===== src/rtl/qed_dup_queue.sv =====
// QED duplication stage: forwards original instructions to the core and queues their
// EDDI-V duplicates (x1-x15 remapped to x17-x31) for replay as a contiguous burst.
module qed_dup_queue #(
    parameter int DEPTH = 8
) (
    input  logic                         clk,
    input  logic                         rst_l,
    input  logic                         qed_enable,
    input  logic                         qed_switch,
    input  logic                         in_valid,
    output logic                         in_ready,
    input  logic [31:0]                  in_instruction,
    input  logic                         in_is_lw,
    input  logic                         in_is_sw,
    input  logic                         in_is_aluimm,
    input  logic                         in_is_alureg,
    output logic                         out_valid,
    input  logic                         out_ready,
    output logic [31:0]                  out_instruction,
    output logic                         out_is_dup,
    output logic                         dup_active,
    output logic [$clog2(DEPTH+1)-1:0]   queue_count
);

    localparam int PW = $clog2(DEPTH);
    localparam int CW = $clog2(DEPTH+1);

    localparam logic [0:0] ORIG = 1'b0;
    localparam logic [0:0] DUP  = 1'b1;

    logic [0:0]    state_reg, state_next;
    logic [PW-1:0] wptr_reg, rptr_reg;
    logic [CW-1:0] count_reg, count_next;
    logic [31:0]   fifo_mem [DEPTH];
    logic [31:0]   dup_word;
    logic          full, enq, deq, any_class;

    function automatic logic [4:0] remap(input logic [4:0] r);
        return (r == 5'd0) ? 5'd0 : {1'b1, r[3:0]};
    endfunction

    // Only register specifier fields change; immediates and function codes are copied.
    always_comb begin
        dup_word = in_instruction;
        if (in_is_alureg) begin
            dup_word[11:7]  = remap(in_instruction[11:7]);
            dup_word[19:15] = remap(in_instruction[19:15]);
            dup_word[24:20] = remap(in_instruction[24:20]);
        end else if (in_is_aluimm || in_is_lw) begin
            dup_word[11:7]  = remap(in_instruction[11:7]);
            dup_word[19:15] = remap(in_instruction[19:15]);
        end else if (in_is_sw) begin
            dup_word[19:15] = remap(in_instruction[19:15]);
            dup_word[24:20] = remap(in_instruction[24:20]);
        end
    end

    assign any_class = in_is_lw | in_is_sw | in_is_aluimm | in_is_alureg;
    assign full      = (count_reg == CW'(DEPTH));

    always_comb begin
        if (state_reg == ORIG) begin
            out_valid       = in_valid & ~full;
            in_ready        = out_ready & ~full;
            out_instruction = in_instruction;
            out_is_dup      = 1'b0;
        end else begin
            out_valid       = (count_reg != '0);
            in_ready        = 1'b0;
            out_instruction = fifo_mem[rptr_reg];
            out_is_dup      = 1'b1;
        end
    end

    assign enq = (state_reg == ORIG) & in_valid & in_ready & qed_enable & any_class;
    assign deq = (state_reg == DUP) & out_valid & out_ready;

    always_comb begin
        count_next = count_reg;
        if (enq && !deq)
            count_next = count_reg + 1'b1;
        else if (deq && !enq)
            count_next = count_reg - 1'b1;
    end

    // Same-cycle enqueue counts toward both the full trigger and the switch trigger.
    always_comb begin
        state_next = state_reg;
        if (state_reg == ORIG) begin
            if ((count_next == CW'(DEPTH)) || (qed_switch && (count_next != '0)))
                state_next = DUP;
        end else if (count_next == '0) begin
            state_next = ORIG;
        end
    end

    always_ff @(posedge clk or negedge rst_l) begin
        if (!rst_l) begin
            state_reg <= ORIG;
            wptr_reg  <= '0;
            rptr_reg  <= '0;
            count_reg <= '0;
        end else begin
            state_reg <= state_next;
            count_reg <= count_next;
            if (enq)
                wptr_reg <= wptr_reg + 1'b1;
            if (deq)
                rptr_reg <= rptr_reg + 1'b1;
        end
    end

    always_ff @(posedge clk) begin
        if (enq)
            fifo_mem[wptr_reg] <= dup_word;
    end

    assign dup_active  = (state_reg == DUP);
    assign queue_count = count_reg;

endmodule


===== config.mk =====
export PLATFORM = sky130hd
export DESIGN_NAME = qed_dup_queue
export DESIGN_NICKNAME = d
export VERILOG_FILES = /design/src/rtl/qed_dup_queue.sv
export SDC_FILE = /design/constraint.sdc
export NUM_CORES = 1
export LEC_CHECK = 0
export CORE_ASPECT_RATIO = 0.9
export CORE_UTILIZATION = 62
export CTS_CLUSTER_SIZE = 20
export DETAILED_ROUTE_END_ITERATION = 8
export GPL_ROUTABILITY_DRIVEN = 0
export PLACE_DENSITY = 0.83
export SYNTH_ARGS = -nofsm -noshare
export SYNTH_HDL_FRONTEND = slang
export SYNTH_SLANG_ARGS = --single-unit

===== constraint.sdc =====
create_clock -name clk -period 9.64 [get_ports clk]
set_input_delay 1.446 -clock clk [delete_from_list [all_inputs] [get_ports clk]]
set_output_delay 1.446 -clock clk [all_outputs]
set_load 0.05 [all_outputs]

Word level (Yosys, flattened, before mapping). Memory sizes are Yosys's and may differ from the RTL's. Index checks and enable logic that the tools add are counted.

Register bits after elaboration: 11. RAM bits: 256. Output and inout bits: 40. Memories kept: 1.

Memories: fifo_mem (words 8, width 32, rd ports 1, clocked after Yosys merged registers in 0, write ports 1, RTL line 34) `logic [31:0] fifo_mem [DEPTH];`.

Add/sub/neg operators: 4. Eq/ne operators: 2. Multiplexer cells: 20. Bitwise logic cells: 13. Reduce and logical (&&, ||, !) cells: 13.

Operators with widths (count): two-way mux 5 bit (7); two-way mux 32 bit (1); two-way mux 10 bit (2); zero test 5 bit (3); AND 1 bit (8); == test 4 bit, second input constant (2); two-way mux 1 bit (8); two-way mux 4 bit (2); nonzero test 4 bit (2); adder 3 x 1 -> 3 bit, second input constant (2); adder 4 x 1 -> 4 bit, second input constant (1); zero test 4 bit (1); subtractor 4 x 1 -> 4 bit, second input constant (1); logical AND 1 bit (3); OR 1 bit (3); zero test 1 bit (2); logical OR 1 bit (2); inverter 1 bit (2).

Depth between registers and ports, before layout. Gate-level depths: netlist (run 1).

Depth after elaboration: 16. Mapped depth: 8.

Worst setup path after synthesis (run 1). Ideal clock, no wire load.

Path type: input to register. Start point: input port out_ready. End point: memory fifo_mem[0][0], enable pin. Library setup time: 0.461 ns. Arrival time: 4.466 ns. Required time: 9.179 ns. Path slack: 4.713 ns. Cell stages on the path: 5. Buffers on the path: 1. Path through: nand2b_1 > nor4_2 > buf_4 > or2b_1 > nor3_1.

Word-level cells in the longest chain between the ends: 7.

Ends and longest elaborated chain: start, declared (RTL line 18) `input logic out_ready,`; AND 1 bit (RTL line 64) `in_ready = out_ready & ~full;`; two-way mux 1 bit (RTL line 62) `if (state_reg == ORIG) begin`; AND 1 bit (3 in series) (RTL line 75) `assign enq = (state_reg == ORIG) & in_valid & in_ready & qed_enable & any_class;`; two-way mux 1 bit (RTL line 114) `if (enq)`; two-way mux 1 bit (not written as such) (RTL line 115) `fifo_mem[wptr_reg] <= dup_word;`; end, declared (RTL line 34).

Every way passes these cells.

Worst setup path after layout (run 1).
Start point: register rptr_reg[0]. End point: output port out_instruction[19].

Word-level cells in the longest chain between the ends: 2.

Ends and longest elaborated chain: start, declared (RTL line 32) `logic [PW-1:0] wptr_reg, rptr_reg;`; start signal, assigned (RTL line 109) `rptr_reg <= rptr_reg + 1'b1;`; memory (8 x 32 bit); two-way mux 32 bit (RTL line 62); end, declared (RTL line 19) `output logic [31:0] out_instruction,`.

Every way passes these cells.

==> flow_summary.yaml, run 1 <==
power_and_ir_drop:
  leakage_nw: 4.086
  ir_drop_v: 0.0003274
  p_per_area_mw_per_mm2: 300.3
  power_w: 0.003759
worst_setup_path:
  startpoint_type: "flip-flop"
  required_ns: 8.19
  critical_path.max_fanout: 40
  arrival_ns: 3.77
  crit_chain: "buf_4, mux4_2, mux2i_1, a21oi_1, clkdlybuf4s50_1"
  critPathMaxStageDelay_ns: 0.78
  cp_slowest_cell: "dfrtp_4"
  end_kind: "output pin"
  crit_type: "flip-flop to output pin"
synth:
  ys_ff_latch: 267
  yosysSeqAreaShare_pct: 74.72
  syn-instance-count: 537
  synth_top_area_cell: "edfxtp_1"
  avgSynthCellArea_sq_um: 19.84
  synth.top_cell.area_share_pct: 72.14
  synthFlopType: "edfxtp_1"
  synth_common_cells: "edfxtp_1 (256), mux4_2 (64), nor2_1 (43), mux2i_1 (34), a21oi_1 (33)"
  async_reset_ff_share_pct: 4.120
  post_synth_num_cell_types: 35
  yosys-top-cells-area: "edfxtp_1 (72%), mux4_2 (14%), mux2i_1 (3.2%)"
  synth_fp_nets: 583
  synthesis.area_sq_mm: 0.01066
  synth.most_common_cell: "edfxtp_1"
  ys_warn_count: 0
  synth_edf_count: 256
cts:
  cts-root-buf: "clkbuf_16"
  clk_pin_slew_ns: 0.06
  cts.repair.resized: 0
  postCtsHoldBufs: 0
  cts_buffers: 26
  cts_setup_buffers: 0
  insertion_delay_ns: 0.52
  htreeDepth: 1
  cts_tree: "yes"
  cts.sinks: 267
  cts_max_path_buffers: 3
routing:
  drt_iter0_markers: 528
  ant_nets: 0
  wl_per_cell_um: 24.99
  drt_first_pass_iters: 4
  vias: 5334
  vias_per_cell: 6.320
  drc: 0
  routed_wl_um: 21090
timing:
  drv_slew: 0
  hold_viol: 0
  rsz0062_at_grt: "false"
  setup_viol: 0
  fin_setup_tns_ns: 0
  max_freq_ghz: 0.1918
  fin_crit_sh_pct: 54.08
  slew_headroom_pct: 34.19
  fin_worst_skew_ns: 0.01903
  worst_pin_slew_ns: 0.9817
  post-route-min-period_ns: 5.214
die:
  core_sq_mm: 0.01683
  die_area_sq_mm: 0.01772
  initial_core_util_pct: 63.30
  pin_count: 82
  dieWidth_um: 140.2
  core.rowCount: 45
  fp.dieH_um: 126.4
cells_and_area:
  syn_to_final_growth_pct: 17.45
  fin_cells: 844
  largest_register_ffs: 256
  antennaDiodeCount: 0
  fin_nets: 666
  final_util_pct: 74.34
  largest_register: "fifo_mem"
  final_layout_size_suffix_gt1_share_pct: 20.70
  fillCellCount: 934
  stdcell_area_sq_mm: 0.01252
global_routing:
  grt_pass1_wl_um: 32640
  grt-ovfl-total: 0
  grt_pass1_vias: 5665
  track_usage_pct: 25.23
  antenna_found_initial: 1
  grt_start_max_net_pins: 43
placement:
  dp_cells: 803
  hpwl_um: 12450
  placed_area_sq_mm: 0.01173
  port_buffers: 81
flow_run:
  max-cap-violations: 0
worst_hold_path:
  hp-class: "flip-flop to flip-flop"
run_status:
  status: "completed"
-- worst max-delay path, delay by kind of cell, from the launching register on --
| family | cells | cell delay (ns) |
|---|---|---|
| AOI/OAI and AO/OA | 1 | 0.12 |
| muxes | 2 | 0.88 |
| buffers and inverters | 2 | 1.46 |
| DFF | 1 | 0.78 |
-- cell families (layout without fill, tap and decap cells) --
group / after synthesis / in the layout / share of synthesized area, %
compound gates: 41 / 41 / 2.160
xor+xnor: 6 / 6 / 0.4931
fa+ha+maj: 4 / 4 / 0.4697
buf+inv: 42 / 138 / 1.620
flops: 267 / 267 / 74.72
mux: 101 / 101 / 17.04
simple gates: 76 / 76 / 3.499
-- power by group --
part / total (W) / switching [W] / internal, W
combinational: 0.00140 / 0.000814 / 0.000590
sequential: 0.00141 / 0.000108 / 0.00130
clock: 0.000945 / 0.000389 / 0.000556
total: 0.00376 / 0.00131 / 0.00245
-- through the flow --
stage               hold WS [ns]  setup slack (ns)
floorplan                 0.4834             4.713
global placement          0.5063             4.920
detailed placement        0.5352             4.886
CTS                       0.5486             4.315
global route              0.5768             4.163
finish                    0.5540             4.426
-- worst paths after layout --
check,cells past startpoint,to,startpoint,slack (ns)
min in group asynchronous,1,queue_count[3],rst_l,1.27
max in group asynchronous,1,rptr_reg[0],rst_l,7.98
min reg2reg,1,wptr_reg[0],wptr_reg[0],0.55
max reg2reg,8,fifo_mem[0][30],queue_count[0],6.02
min,1,wptr_reg[0],wptr_reg[0],0.55
max,5,out_instruction[19],rptr_reg[0],4.43
-- cells in the final DEF (no fill, tap or decap), drive strengths merged --
| master | n |
|---|---|
| xor2 | 2 |
| and3b | 1 |
| dfrtp | 11 |
| buf | 13 |
| xnor2 | 4 |
| ha | 4 |
| mux2 | 3 |
| edfxtp | 256 |
| o21bai | 3 |
| clkinv | 8 |
| or4 | 1 |
| mux2i | 34 |
| nor2 | 43 |
| nand3b | 1 |
| nor3 | 5 |
| and3 | 1 |
| clkdlybuf4s50 | 81 |
| a22oi | 1 |
| nand2b | 3 |
| nor4 | 7 |
| bufinv | 2 |
| a211o | 1 |
| or2 | 2 |
| a31oi | 1 |
| nand2 | 8 |
| or2b | 1 |
| clkbuf | 31 |
| a21oi | 33 |
| a211oi | 2 |
| mux4 | 64 |
| inv | 3 |
| nand3 | 2 |
| nor3b | 1 |
-- layer usage --
layer | vias up | GRT usage [%] | part of all wire, %
met5 | - | 0 | 0.062
met4 | 2 | 6.399 | 1.6
met3 | 29 | 4.606 | 7.0
met2 | 230 | 41.47 | 51
met1 | 2733 | 35.82 | 41
li1 | 2340 | - | -
-- layout make-up --
cell class	instances	area (sq um)	area share [%]
Tap cell	211	264.0	2.109
Timing Repair Buffer	94	908.4	7.258
Clock inverter	10	95.09	0.7598
Clock buffer	31	690.7	5.518
Inverter	3	11.26	0.08997
Multi-Input combinational cell	228	2576	20.58
Sequential cell	267	7970	63.68
No activity file was read; power rests on OpenSTA's default activity.
==> run 2: changes to the inputs <==
--- a/config.mk
+++ b/config.mk
@@ -6,11 +6,11 @@
 export NUM_CORES = 1
 export LEC_CHECK = 0
 export CORE_ASPECT_RATIO = 0.9
-export CORE_UTILIZATION = 62
+export CORE_UTILIZATION = 52
 export CTS_CLUSTER_SIZE = 20
 export DETAILED_ROUTE_END_ITERATION = 8
 export GPL_ROUTABILITY_DRIVEN = 0
-export PLACE_DENSITY = 0.83
+export PLACE_DENSITY = 0.74
 export SYNTH_ARGS = -nofsm -noshare
 export SYNTH_HDL_FRONTEND = slang
 export SYNTH_SLANG_ARGS = --single-unit
==> constraint.sdc (replaced) <==
create_clock -name clk -period 4.5 [get_ports clk]
set_input_delay 0.675 -clock clk [delete_from_list [all_inputs] [get_ports clk]]
set_output_delay 0.675 -clock clk [all_outputs]
set_load 0.05 [all_outputs]
==> flow_summary.yaml, run 2 (synthesis results as in run 1) <==
cells_and_area:
  fillCellCount: 1341
  fin_nets: 667
  multi_input_comb_area_sq_mm: 0.002589
  final_common_cell: "edfxtp_1"
  antennaDiodeCount: 0
  syn_to_final_growth_pct: 18.74
  final_util_pct: 63.12
  regArea_sq_mm: 0.007970
  largest_register: "fifo_mem"
  final_cell_mix: "edfxtp_1 (256), clkdlybuf4s50_1 (81), mux4_2 (64), nor2_1 (37), mux2i_1 (34)"
  largest_register_ffs: 256
  final_layout_size_suffix_gt1_share_pct: 20.94
  fin_cells: 895
timing:
  drv_slew: 0
  hold-worst-slack_ns: 0.4859
  max_freq_ghz: 0.2559
  fin_setup_tns_ns: 0
  rsz0062_at_grt: "false"
  fin_crit_sh_pct: 86.84
  worst_pin_slew_ns: 0.9707
  setup_viol: 0
  post-route-min-period_ns: 3.908
  hold_viol: 0
  slew_headroom_pct: 34.75
  fin_worst_skew_ns: 0.01431
power_and_ir_drop:
  power.switching_w: 0.002823
  power_w: 0.008000
  intPower_w: 0.005177
  pwr-share-seq_pct: 37.2
  sw_frac_of_total_pct: 35.29
  combPwrFrac_pct: 38.5
  p_per_area_mw_per_mm2: 632.2
  p_clk_share_pct: 24.4
  leakage_nw: 4.096
  ir_drop_v: 0.0004806
die:
  fp.dieH_um: 137.8
  initial_core_util_pct: 53.15
  pin_count: 82
  die_area_sq_mm: 0.02107
  dieWidth_um: 152.9
  core_sq_mm: 0.02005
  core.rowCount: 49
worst_setup_path:
  critical_path.max_fanout: 42
  arrival_ns: 3.23
  critPathMaxStageDelay_ns: 0.74
  crit_type: "flip-flop to output pin"
  crit_family: "buffers and inverters"
  startpoint_type: "flip-flop"
  required_ns: 3.83
  cp.buffers_inverters: 2
  cp_slowest_cell: "clkdlybuf4s50_1"
  crit_chain: "buf_12, mux4_2, mux2i_1, a21oi_1, clkdlybuf4s50_1"
  end_kind: "output pin"
global_routing:
  antenna_found_initial: 0
  grt-ovfl-total: 0
  grt_pass1_vias: 5412
  track_usage_pct: 19.78
  grt_start_max_net_pins: 71
  grt_pass1_wl_um: 30950
placement:
  dp_cells: 848
  hpwl_um: 11820
  port_buffers: 81
cts:
  cts.sinks: 267
  cts_max_path_buffers: 3
  insertion_delay_ns: 0.52
  cts_tree: "yes"
  htreeDepth: 1
  clk_pin_slew_ns: 0.06
  cts-root-buf: "clkbuf_16"
  cts_setup_buffers: 0
  postCtsHoldBufs: 0
  cts_buffers: 26
  cts.repair.resized: 0
flow_run:
  max-cap-violations: 0
routing:
  drt_iter0_markers: 363
  routed_wl_um: 19840
  wl_per_cell_um: 22.16
  ant_nets: 0
  drc: 0
  drt_first_pass_iters: 4
  vias_per_cell: 5.834
  vias: 5221
run_status:
  status: "completed"
worst_hold_path:
  hp-class: "input pin to async pin"
## run 2: changes by cell type in the layout (fill, tap and decap cells not counted), sizes merged
cell,change
buf,+1
bufinv,-2
inv,+1
clkinvlp,+1
clkinv,+6
## run 2: area by class of cell
cell class,count,area share [%]
clock inverter,16,0.6526
tap,255,2.522
sequential,267,62.99
inverter,3,0.08899
timing repair buffer,95,7.831
multi-input combinational,228,20.46
clock buffer,31,5.458
## run 2: stage by stage
stage	cell area [sq um]	worst slack, ns
2_1_floorplan	10670	0.6760
3_3_place_gp	11880	0.8487
3_5_place_dp	11880	0.7366
4_1_cts	12650	0.5050
5_1_grt	12650	0.4244
6_report	12650	0.5922
## run 2: metal layers
layer / wire (um) / track usage (%) / share of wire (%)
met3: 1179 / 3.020 / 5.9
met2: 9937 / 34.17 / 50
met1: 8492 / 27.16 / 43
met4: 229 / 3.984 / 1.2
met5: 0 / 0 / 0
## run 2: final timing paths
path	start	endpoint	slack (ns)	cells past startpoint
min in group clk	wptr_reg[0]	wptr_reg[0]	0.55	1
max reg2reg	queue_count[0]	fifo_mem[7][22]	0.99	7
max in group asynchronous	rst_l	rptr_reg[0]	3.64	1
min	rst_l	queue_count[2]	0.49	1
min reg2reg	wptr_reg[0]	wptr_reg[0]	0.55	1
max	rptr_reg[0]	out_instruction[24]	0.59	5
## run 2: worst reg2reg max path: cells and delay by family (launching register included)
family,cells,cell delay [ns]
buffers and inverters,2,0.36
DFF,1,0.50
and+or+nand+nor,4,2.09
adders and majority gates,1,0.24
## run 2: power by group through the flow
stage                     Clock (W)  Sequential [W]  Combinational (W)
after floorplan                   0         0.00296            0.00226
after global placement            0         0.00302            0.00307
after detailed placement          0         0.00303            0.00311
after CTS                   0.00199         0.00298            0.00312
after global routing        0.00208         0.00299            0.00325
final                       0.00195         0.00297            0.00308
==> run 3: changes to the inputs <==
--- a/config.mk
+++ b/config.mk
@@ -14,3 +14,4 @@
 export SYNTH_ARGS = -nofsm -noshare
 export SYNTH_HDL_FRONTEND = slang
 export SYNTH_SLANG_ARGS = --single-unit
+export TNS_END_PERCENT = 5
==> constraint.sdc (replaced) <==
create_clock -name clk -period 4.5 [get_ports clk]
set_input_delay 0.9 -clock clk [delete_from_list [all_inputs] [get_ports clk]]
set_output_delay 0.9 -clock clk [all_outputs]
set_load 0.05 [all_outputs]
==> flow_summary.yaml, run 3 (synthesis results as in run 1) <==
worst_setup_path:
  arrival_ns: 3.20
  end_kind: "output pin"
  reg2reg_to: "fifo_mem[1][10]"
  ff2ff_path_depth: 7
  crit_type: "flip-flop to output pin"
  startpoint_type: "flip-flop"
  r2r_start: "queue_count[0]"
  required_ns: 3.60
  reg2reg_slack_ns: 1.08
  critical_path.max_fanout: 28
routing:
  vias_per_cell: 5.892
  wl_per_cell_um: 22.99
  drt_first_pass_iters: 5
  ant_nets: 0
  routed_wl_um: 20600
  vias: 5279
  drt_iter0_markers: 381
  drc: 0
cts:
  insertion_delay_ns: 0.53
  cts_buffers: 25
  postCtsHoldBufs: 0
  cts_max_path_buffers: 3
  cts-root-buf: "clkbuf_16"
  cts.repair.resized: 0
  cts.sinks: 267
  htreeDepth: 1
  cts_tree: "yes"
  cts_setup_buffers: 0
  clk_pin_slew_ns: 0.06
timing:
  max_freq_ghz: 0.2436
  setup_viol: 0
  fin_worst_skew_ns: 0.01846
  worst_pin_slew_ns: 0.9456
  slew_headroom_pct: 36.43
  hold_viol: 0
  fin_setup_tns_ns: 0
  fin_crit_sh_pct: 91.21
  rsz0062_at_grt: "false"
  setup_ws_ns: 0.3955
  drv_slew: 0
  post-route-min-period_ns: 4.104
cells_and_area:
  antennaDiodeCount: 0
  largest_register: "fifo_mem"
  fin_cells: 896
  final_layout_size_suffix_gt1_share_pct: 21.53
  largest_register_ffs: 256
  fin_nets: 669
  stdcell_area_sq_mm: 0.01268
  syn_to_final_growth_pct: 19.02
  final_common_cell: "edfxtp_1"
  final_cell_mix: "edfxtp_1 (256), clkdlybuf4s50_1 (81), mux4_2 (64), nor2_1 (37), mux2i_1 (34)"
flow_run:
  max-cap-violations: 0
die:
  dieWidth_um: 152.9
  fp.dieH_um: 137.8
  core_sq_mm: 0.02005
  die_area_sq_mm: 0.02107
  pin_count: 82
  initial_core_util_pct: 53.15
  core.rowCount: 49
global_routing:
  gr-usage-met3_pct: 2.831
  grt_use_met2_pct: 34.05
  top_usage_layer: "met2"
  track_usage_pct: 20.61
  grt-ovfl-total: 0
  grt_pass1_vias: 5393
  grt_start_max_net_pins: 56
  grt_util_met1_pct: 28.98
  grt_pass1_wl_um: 31770
  antenna_found_initial: 0
worst_hold_path:
  hold_start: "wptr_reg[0]"
  holdPathEnd: "wptr_reg[0]"
  whs_path_depth: 1
  hp-class: "flip-flop to flip-flop"
placement:
  port_buffers: 81
  hpwl_um: 12040
  placed_area_sq_mm: 0.01188
  dp_cells: 851
  place_ws_ns: 0.5692
power_and_ir_drop:
  combPwrFrac_pct: 37.4
  pwr-share-seq_pct: 37.3
  intPower_w: 0.005282
  p_clk_share_pct: 25.3
  power.switching_w: 0.002843
  ir_drop_v: 0.0004727
  leakage_nw: 4.124
  sw_frac_of_total_pct: 34.99
  p_per_area_mw_per_mm2: 640.6
run_status:
  status: "completed"
run 3: area by class of cell:
class / count / area [sq um]
sequential: 267 / 7970
fill: 1359 / 7365
multi-input combinational: 228 / 2582
timing repair buffer: 98 / 1001
clock buffer: 30 / 644.4
tap: 255 / 319.1
clock inverter: 15 / 155.1
inverter: 3 / 11.26
run 3: worst max path at each step:
stage / slack [ns] / start / depth (start not counted) / to
after floorplan: -0.03 / queue_count[0] / 7 / fifo_mem[1][0]
after global placement: 0.78 / out_ready / 6 / fifo_mem[3][31]
after detailed placement: 0.57 / out_ready / 6 / fifo_mem[1][12]
after CTS: 0.33 / rptr_reg[0] / 5 / out_instruction[4]
after global routing: 0.26 / rptr_reg[0] / 5 / out_instruction[4]
final: 0.40 / rptr_reg[0] / 5 / out_instruction[4]
run 3: through the flow:
step                power (W)  utilization (%)  hold WS [ns]
floorplan            0.005218                -        0.4834
global placement     0.006106            59.28        0.5071
detailed placement   0.006145            59.28        0.5141
CTS                  0.008193            63.27        0.5264
global route         0.008428            63.27        0.5502
finish               0.008125            63.27        0.5302
run 3: power groups by stage:
stage	sequential, W	combinational [W]	clock (W)
after floorplan	0.00296	0.00226	0
after global placement	0.00308	0.00303	0
after detailed placement	0.00308	0.00306	0
after CTS	0.00303	0.00307	0.00209
after global routing	0.00305	0.00321	0.00217
final	0.00303	0.00304	0.00206
run 3: metal layers:
layer | share of wire, % | routed length (um)
met1 | 43 | 8765
met2 | 49 | 10180
met3 | 5.3 | 1088
met4 | 2.7 | 557
met5 | 0 | 0
run 3: critical path, stage by stage (launching register included):
cell,delay (ns)
dfrtp_4,0.71
buf_12,0.31
mux4_2,0.55
mux2i_1,0.23
a21oi_1,0.11
clkdlybuf4s50_1,0.74
